--- config.mk ---
export PLATFORM = sky130hd
export DESIGN_NAME = display_scan_controller
export DESIGN_NICKNAME = d
export VERILOG_FILES = /design/src/rtl/display_scan_controller_pkg.sv /design/src/rtl/display_scan_controller_timebase.sv /design/src/rtl/display_scan_controller.sv
export SDC_FILE = /design/constraint.sdc
export NUM_CORES = 1
export LEC_CHECK = 0
export CAP_MARGIN = 5
export CORE_ASPECT_RATIO = 1.5
export CORE_UTILIZATION = 53
export DETAILED_ROUTE_END_ITERATION = 8
export PLACE_DENSITY = 0.75
export SETUP_SLACK_MARGIN = 0.15
export SYNTH_ARGS = -nofsm -noshare
export SYNTH_HDL_FRONTEND = slang
export SYNTH_SLANG_ARGS = --single-unit
--- constraint.sdc ---
create_clock -name clk -period 3.2 [get_ports clk]
set_input_delay 0.96 -clock clk [delete_from_list [all_inputs] [get_ports clk]]
set_output_delay 0.96 -clock clk [all_outputs]
set_load 0.005 [all_outputs]
--- src/rtl/display_scan_controller_pkg.sv ---
// Shared definitions for the display scan controller: state encoding,
// anode constants and the digit-to-anode one-hot mapping.
package display_pkg;

  localparam int unsigned NUM_DIGITS = 4;
  localparam logic [3:0]  ANODE_OFF  = 4'b1111;

  typedef enum logic [1:0] {
    IDLE,
    BLANK,
    ON
  } scan_state_e;

  // Active-low one-hot anode pattern for a digit index (0 = rightmost).
  function automatic logic [3:0] digit_anode(input logic [1:0] sel);
    logic [3:0] a;
    a      = ANODE_OFF;
    a[sel] = 1'b0;
    return a;
  endfunction

endpackage

--- src/rtl/display_scan_controller_timebase.sv ---
// Slot timebase: counts 0..SLOT_CYCLES-1 and flags the last cycle of the
// slot (wrap) and the last cycle of the blanking gap (blank end).
module scan_timebase
  import display_pkg::*;
#(
  parameter int unsigned SLOT_CYCLES  = 25000,
  parameter int unsigned BLANK_CYCLES = 16,
  parameter int unsigned CNT_W        = $clog2(SLOT_CYCLES)
) (
  input  logic             clk_i,
  input  logic             rst_ni,
  input  logic             clear_i,
  input  logic             run_i,
  output logic [CNT_W-1:0] cnt_o,
  output logic             wrap_o,
  output logic             blank_end_o
);

  localparam logic [CNT_W-1:0] LAST_CNT  = CNT_W'(SLOT_CYCLES - 1);
  localparam logic [CNT_W-1:0] BLANK_END = CNT_W'(BLANK_CYCLES - 1);

  logic [CNT_W-1:0] cnt_q, cnt_d;

  // Next count: synchronous clear has priority, otherwise step and wrap.
  always_comb begin
    cnt_d = cnt_q;
    if (clear_i) begin
      cnt_d = '0;
    end else if (run_i) begin
      cnt_d = (cnt_q == LAST_CNT) ? '0 : cnt_q + CNT_W'(1);
    end
  end

  // Slot counter register.
  always_ff @(posedge clk_i or negedge rst_ni) begin
    if (!rst_ni) begin
      cnt_q <= '0;
    end else begin
      cnt_q <= cnt_d;
    end
  end

  assign cnt_o       = cnt_q;
  assign wrap_o      = (cnt_q == LAST_CNT);
  assign blank_end_o = (cnt_q == BLANK_END);

endmodule

--- src/rtl/display_scan_controller.sv ---
// Time-multiplexing scan controller for a 4-digit common-anode 7-segment
// display. Each digit slot starts with a blanking gap (all anodes off),
// then drives the digit's active-low anode. bcd_in/digit_en are captured
// only at frame start so a frame never tears.
// Optional feature macro: DISPLAY_DIM_EN adds a brightness port and PWM
// dimming within the ON phase.
module display_scan_controller
  import display_pkg::*;
#(
  parameter int unsigned SLOT_CYCLES  = 25000,
  parameter int unsigned BLANK_CYCLES = 16
) (
  input  logic        clk,
  input  logic        reset_n,
  input  logic        enable,
  input  logic [15:0] bcd_in,
  input  logic [3:0]  digit_en,
`ifdef DISPLAY_DIM_EN
  input  logic [3:0]  brightness,
`endif
  output logic [1:0]  digit_sel,
  output logic [3:0]  digit_value,
  output logic [3:0]  anode,
  output logic        frame_start
);

  localparam int unsigned CNT_W = $clog2(SLOT_CYCLES);

  scan_state_e state_q, state_d;
  logic [1:0]  sel_q, sel_d;
  logic [3:0]  value_q, value_d;
  logic [3:0]  anode_q, anode_d;
  logic        fs_q, fs_d;
  logic [15:0] bcd_snap_q, bcd_snap_d;
  logic [3:0]  en_snap_q, en_snap_d;
`ifdef DISPLAY_DIM_EN
  logic [3:0]  pwm_q, pwm_d;
  logic [3:0]  bright_q, bright_d;
`endif

  logic [CNT_W-1:0] slot_cnt;
  logic             slot_wrap;
  logic             blank_end;
  logic             tb_clear;
  logic             anode_on;

  // Counter is parked at 0 while idle or disabled so each start is slot-aligned.
  assign tb_clear = !enable || (state_q == IDLE);

  scan_timebase #(
    .SLOT_CYCLES (SLOT_CYCLES),
    .BLANK_CYCLES(BLANK_CYCLES),
    .CNT_W       (CNT_W)
  ) u_timebase (
    .clk_i      (clk),
    .rst_ni     (reset_n),
    .clear_i    (tb_clear),
    .run_i      (1'b1),
    .cnt_o      (slot_cnt),
    .wrap_o     (slot_wrap),
    .blank_end_o(blank_end)
  );

  // Next state, digit stepping, snapshots, and registered output values.
  // Outputs are computed from the next-state values so that the registered
  // anode/digit_value always match the registered state and digit_sel.
  always_comb begin
    state_d    = state_q;
    sel_d      = sel_q;
    fs_d       = 1'b0;
    bcd_snap_d = bcd_snap_q;
    en_snap_d  = en_snap_q;
`ifdef DISPLAY_DIM_EN
    bright_d   = bright_q;
`endif

    if (!enable) begin
      state_d = IDLE;
      sel_d   = '0;
    end else begin
      unique case (state_q)
        IDLE: begin
          state_d    = BLANK;
          sel_d      = '0;
          fs_d       = 1'b1;
          bcd_snap_d = bcd_in;
          en_snap_d  = digit_en;
`ifdef DISPLAY_DIM_EN
          bright_d   = brightness;
`endif
        end
        BLANK: begin
          if (blank_end) begin
            state_d = ON;
          end
        end
        ON: begin
          if (slot_wrap) begin
            state_d = BLANK;
            sel_d   = sel_q + 2'd1;
            if (sel_q == 2'd3) begin
              fs_d       = 1'b1;
              bcd_snap_d = bcd_in;
              en_snap_d  = digit_en;
`ifdef DISPLAY_DIM_EN
              bright_d   = brightness;
`endif
            end
          end
        end
        default: state_d = IDLE;
      endcase
    end

`ifdef DISPLAY_DIM_EN
    pwm_d = '0;
    if (state_d == ON && state_q == ON) begin
      pwm_d = pwm_q + 4'd1;
    end
    anode_on = (pwm_d <= bright_d);
`else
    anode_on = 1'b1;
`endif

    value_d = bcd_snap_d[{sel_d, 2'b00} +: 4];
    anode_d = ANODE_OFF;
    if (state_d == ON && en_snap_d[sel_d] && anode_on) begin
      anode_d = digit_anode(sel_d);
    end
  end

  // State, snapshot and output registers.
  always_ff @(posedge clk or negedge reset_n) begin
    if (!reset_n) begin
      state_q    <= IDLE;
      sel_q      <= '0;
      value_q    <= '0;
      anode_q    <= ANODE_OFF;
      fs_q       <= 1'b0;
      bcd_snap_q <= '0;
      en_snap_q  <= '0;
`ifdef DISPLAY_DIM_EN
      pwm_q      <= '0;
      bright_q   <= '0;
`endif
    end else begin
      state_q    <= state_d;
      sel_q      <= sel_d;
      value_q    <= value_d;
      anode_q    <= anode_d;
      fs_q       <= fs_d;
      bcd_snap_q <= bcd_snap_d;
      en_snap_q  <= en_snap_d;
`ifdef DISPLAY_DIM_EN
      pwm_q      <= pwm_d;
      bright_q   <= bright_d;
`endif
    end
  end

  assign digit_sel   = sel_q;
  assign digit_value = value_q;
  assign anode       = anode_q;
  assign frame_start = fs_q;

endmodule
# == After elaboration in Yosys (flattened, before gate mapping) ==
# Index checks and enable logic that the tools add are counted.
# W data, S select, Z words.
# word_totals
output_inout_bits,11
regBits,48
# classes
n_mux,26
n_reduce_logical,5
add_sub_neg,2
eq_ne,6
n_lt_le_gt_ge,2
shift,1
n_bitwise,1
# op_table
cell,n
$mux W16,3
$pmux W16 S2,1
$mux W15,2
$mux W4,4
$shiftx A16 B5 Y4,1
$add A15 B1 Y15 const B,1
$eq A15 B15 Y1 const B,1
$eq A15 B4 Y1 const B,1
$mux W2,5
$pmux W4 S2,1
$eq A2 B2 Y1 const B,3
$pmux W2 S3,1
$mux W1,5
$not A4 Y4,1
$pmux W2 S2,1
$lt A2 B3 Y1 const B,1
$add A2 B1 Y2 const B,1
$bmux W1 S2,1
$demux W1 S2,1
$eq A2 B1 Y1 const B,1
$ge A2 B1 Y1 const B,1
$logic_and A1 B1 Y1,2
$logic_not A2 Y1,1
$pmux W1 S2,1
other kinds (2),2

# == Depth between registers and ports, before layout ==
# depth
depth_word,10
ltp_mapped,10

# == Cells and area by module ==
# From an unflattened synthesis, not the netlist that was laid out.
# unflattened
cells_unflattened,202
hier_area_um2,2374.8
# modules_own_cells
mod,area_each_um2,cells_per_inst,n_inst
display_scan_controller,1490.2,110,1
scan_timebase,884.6,92,1

# == Worst setup path after synthesis ==
# Ideal clock, no wire load.
# synth_timing
path_kind,flip-flop to flip-flop
startpoint,register u_timebase.cnt_q[4] (netlist: u_timebase.cnt_o[4])
endpoint,register value_q[0] (netlist: digit_value[0])
stages_incl_launch_ff,9
required_time_ns,3.076
t_arrival_ns,2.267
synth_period_minus_slack_ns,2.391
path_slack_ns,0.809
path_buffers,2
setup_time_ns,0.124
cell_sequence,dfrtp_1 -> or4_4 -> nor4b_4 -> buf_6 -> mux2i_4 -> and2_4 -> buf_6 -> nor2_4 -> a211o_1
# synth_between
elab_chain_len,5
elab_cells_between_ends,8
classes_between,1 x eq/ne; 1 x shift; 6 x mux
# synth_lines
element,line_no,text
"start, declared",display_scan_controller_timebase.sv:22,"logic [CNT_W-1:0] cnt_q, cnt_d;"
"start signal, assigned",display_scan_controller_timebase.sv:39,cnt_q <= cnt_d;
$eq A15 B15 Y1,display_scan_controller_timebase.sv:44,assign wrap_o = (cnt_q == LAST_CNT);
$mux W2,display_scan_controller.sv:98,if (slot_wrap) begin
$pmux W2 S2,display_scan_controller.sv:81,unique case (state_q)
$mux W2,display_scan_controller.sv:77,if (!enable) begin
net sel_d[1],display_scan_controller.sv:30,"logic [1:0] sel_q, sel_d;"
$shiftx A16 B5 Y4,display_scan_controller.sv:125,"value_d = bcd_snap_d[{sel_d, 2'b00} +: 4];"
net value_d[0],display_scan_controller.sv:31,"logic [3:0] value_q, value_d;"
"end signal, assigned",display_scan_controller.sv:149,value_q <= value_d;
"end, declared",display_scan_controller.sv:31,
# The timed path passes the listed nets, and every way through them passes these cells.

# == Worst setup path in the final report ==
# layout_timing
startpoint,input port enable
endpoint,register value_q[1] (netlist: digit_value[1])
# layout_between
elab_chain_len,2
elab_cells_between_ends,3
classes_between,1 x shift; 2 x mux
# layout_lines
element,line_no,text
"start, declared",display_scan_controller.sv:15,"input logic enable,"
$mux W16,display_scan_controller.sv:77,
net bcd_snap_d[9],display_scan_controller.sv:34,"logic [15:0] bcd_snap_q, bcd_snap_d;"
$shiftx A16 B5 Y4,display_scan_controller.sv:125,
net value_d[1],display_scan_controller.sv:31,
# The timed path passes the listed nets, and every way through them passes these cells.

==> reports/qor.yml <==
synth-seq-cells: 48
netlist_instances: 214
yosysWarnings: 0
fin_util: 0.675
antenna_found_initial: 0
viasPerCell: 5.43
synthFlopType: "dfrtp_1"
synth_async_sr_flop_share: 1.00
area_growth_pct: 20.4
routed_wl_mm: 4.45
insertion_delay_ns: 0.29
drv_cap: 0
ys_seq_area_frac: 0.534
tns_ns: 0
syn_nets: 239
timing.hold.ws_ns: 0.463
stdcell_area_um2: 2720
wl_per_cell_um: 14.9
place.gp.congestion: 0.787
worstPathArrival_ns: 2.92
core_area_um2: 4030
die_y_um: 81.9
drt-initial-drc-count: 79
internal-power_uw: 895
syn_area_um2: 2260
crit_type: "input port to flip-flop"
grt_max_degree: 49
final_max_slew_viol_count: 0
avgSynthCellArea_um2: 10.6
worstSetupStartpointType: "input port"
diodes: 0
htreeDepth: 2
powerDensity_nw_per_um2: 424
peakVddDrop_mv: 0.332
clkTransAtPathRegs_ns: 0.08
cp-end-kind: "flip-flop"
vias: 1618
fmax_ghz: 0.364
dpl-instance-area_um2: 2630
switching_power_uw: 259
post_cts_resized: 0
drive_above_1_share: 0.123
grt_pass1_wl_mm: 7.75
cts_sinks: 48
start_util: 0.561
postLayoutSetupSlackWorst_ns: 0.454
grtUsageTotal: 0.224
dieArea_um2: 4530
synth_edf_count: 0
power_leakage_nw: 1.21
pwr-share-comb: 0.115
fin_crit_sh: 0.858
overflow: 0
nets: 277
pwr-share-clk: 0.311
worstMarginPinSlew_ns: 1.05
hold_buffers: 0
p_seq_frac: 0.574
final_hold_viol_count: 0
clock_path_buffers: 2
cp_max_fo: 9
ant_nets: 0
die_w_um: 55.3
port_buffers: 33
cts_tree: "done"
cts_buffers: 5
drt_first_pass_iters: 4
status: "finished, final reports clean"
hp-class: "flip-flop to flip-flop"
cts-root-buf: "clkbuf_8"
max-slew-margin-rel: 0.300
synth_cell_types: 39
rsz0062_at_grt: "false"
grt_pass1_vias: 1710
cts_setup_buffers: 0
fill_cells: 326
rows: 28
io_pins: 34
place_hpwl_mm: 3.24
crit_required_ns: 3.37
min_period_ns: 2.75
dp_slack_ns: 0.129
final-setup-viol-count: 0
drc_errors: 0
swShare: 0.224
clock_skew_ns: 0.00517
-- cell families after synthesis --
group,count (synthesis),share of synthesized area
flops,48,0.534
mux,16,0.0792
fa+ha+maj,2,0.0111
buf+inv,15,0.0327
xor+xnor,9,0.0349
compound gates,24,0.0792
simple gates,100,0.229
-- path summary, 6_finish.rpt --
kind,depth (start not counted),startpoint,endpoint,slack [ns]
setup / recovery,8,enable,digit_value[1],0.45
hold / removal,1,u_timebase.cnt_o[0],u_timebase.cnt_o[0],0.46
setup reg to reg,8,u_timebase.cnt_o[4],digit_value[1],0.65
hold reg to reg,1,u_timebase.cnt_o[0],u_timebase.cnt_o[0],0.46
max in group asynchronous,1,reset_n,en_snap_q[2],1.71
min in group asynchronous,1,reset_n,digit_value[3],0.85
-- metal layers --
metal,vias up,track usage,share of wire
met5,-,0,0
met3,6,0.0378,0.031
met2,37,0.413,0.53
met1,764,0.257,0.42
met4,0,0.0975,0.018
li1,811,-,-
-- synthesized netlist by cell type, types with 2 or more instances --
| library cell | number | area [µm²] |
|---|---|---|
| nand4_1 | 5 | 31.3 |
| nand3_1 | 6 | 30.0 |
| o22ai_1 | 2 | 12.5 |
| buf_6 | 2 | 22.5 |
| dfstp_2 | 4 | 105 |
| nand3b_1 | 2 | 15.0 |
| or3_1 | 5 | 31.3 |
| xnor2_1 | 3 | 26.3 |
| clkbuf_1 | 2 | 7.51 |
| ha_1 | 2 | 25.0 |
| nand2_1 | 38 | 143 |
| nor2_1 | 21 | 78.8 |
| xor2_1 | 6 | 52.6 |
| a211o_1 | 2 | 17.5 |
| nor3b_1 | 2 | 15.0 |
| buf_2 | 2 | 10.0 |
| nand2b_1 | 3 | 18.8 |
| inv_1 | 8 | 30.0 |
| o21ai_0 | 7 | 35.0 |
| mux2_2 | 5 | 56.3 |
| a221oi_2 | 2 | 30.0 |
| a21oi_1 | 5 | 25.0 |
| nor4_1 | 2 | 12.5 |
| dfrtp_1 | 44 | 1100 |
| a221o_1 | 4 | 40.0 |
| mux2i_1 | 10 | 100 |
| and3_1 | 8 | 50.1 |
-- registers in the layout, indices dropped and copies added (netlist names) --
name and count:
bcd_snap_q 16, u_timebase.cnt_o 15, anode 4, digit_value 4
en_snap_q 4, digit_sel 2, state_q 2, frame_start 1
-- stage by stage --
stage | std cells | total power, mW
final | 298 | 1.15
after global routing | 298 | 1.21
after CTS | 298 | 1.17
after detailed placement | 290 | 0.810
after global placement | 290 | 0.805
after floorplan | 214 | 0.735
-- worst max-delay path: stages --
cell,delay (ns)
clkdlybuf4s50_1,0.49
nand2b_1,0.10
nor2_1,0.44
a21oi_2,0.19
inv_2,0.15
mux2_2,0.35
mux2i_1,0.14
mux2i_1,0.09
-- power groups by stage --
stage | Clock [mW] | Sequential, mW | Combinational, mW
2_1_floorplan | 0 | 0.672 | 0.0626
3_3_place_gp | 0 | 0.675 | 0.131
3_5_place_dp | 0 | 0.676 | 0.134
4_1_cts | 0.373 | 0.663 | 0.135
5_1_grt | 0.392 | 0.668 | 0.148
6_report | 0.358 | 0.663 | 0.133
-- placed cells by master, fill, tap and decap left out, types with 3 or more instances in the layout --
master	instances
nand3_1	6
or3_1	5
nand2_1	38
xnor2_1	3
o21ai_0	7
mux2_2	5
clkbuf_8	6
clkdlybuf4s50_1	32
nor2_1	21
buf_4	4
nand4_1	5
dfrtp_1	44
mux2i_1	10
dfstp_2	4
inv_1	8
and3_1	8
xor2_1	6
a221o_1	4
a21oi_1	5
nand2b_1	3
-- area by class of cell --
class	instances	area [µm²]	area share
Timing Repair Buffer	37	355	0.131
Sequential cell	48	1210	0.443
Multi-Input combinational cell	151	978	0.360
Tap cell	45	56.3	0.0207
Clock buffer	8	90.1	0.0331
Inverter	9	33.8	0.0124
No activity file was read; power rests on OpenSTA's default activity.
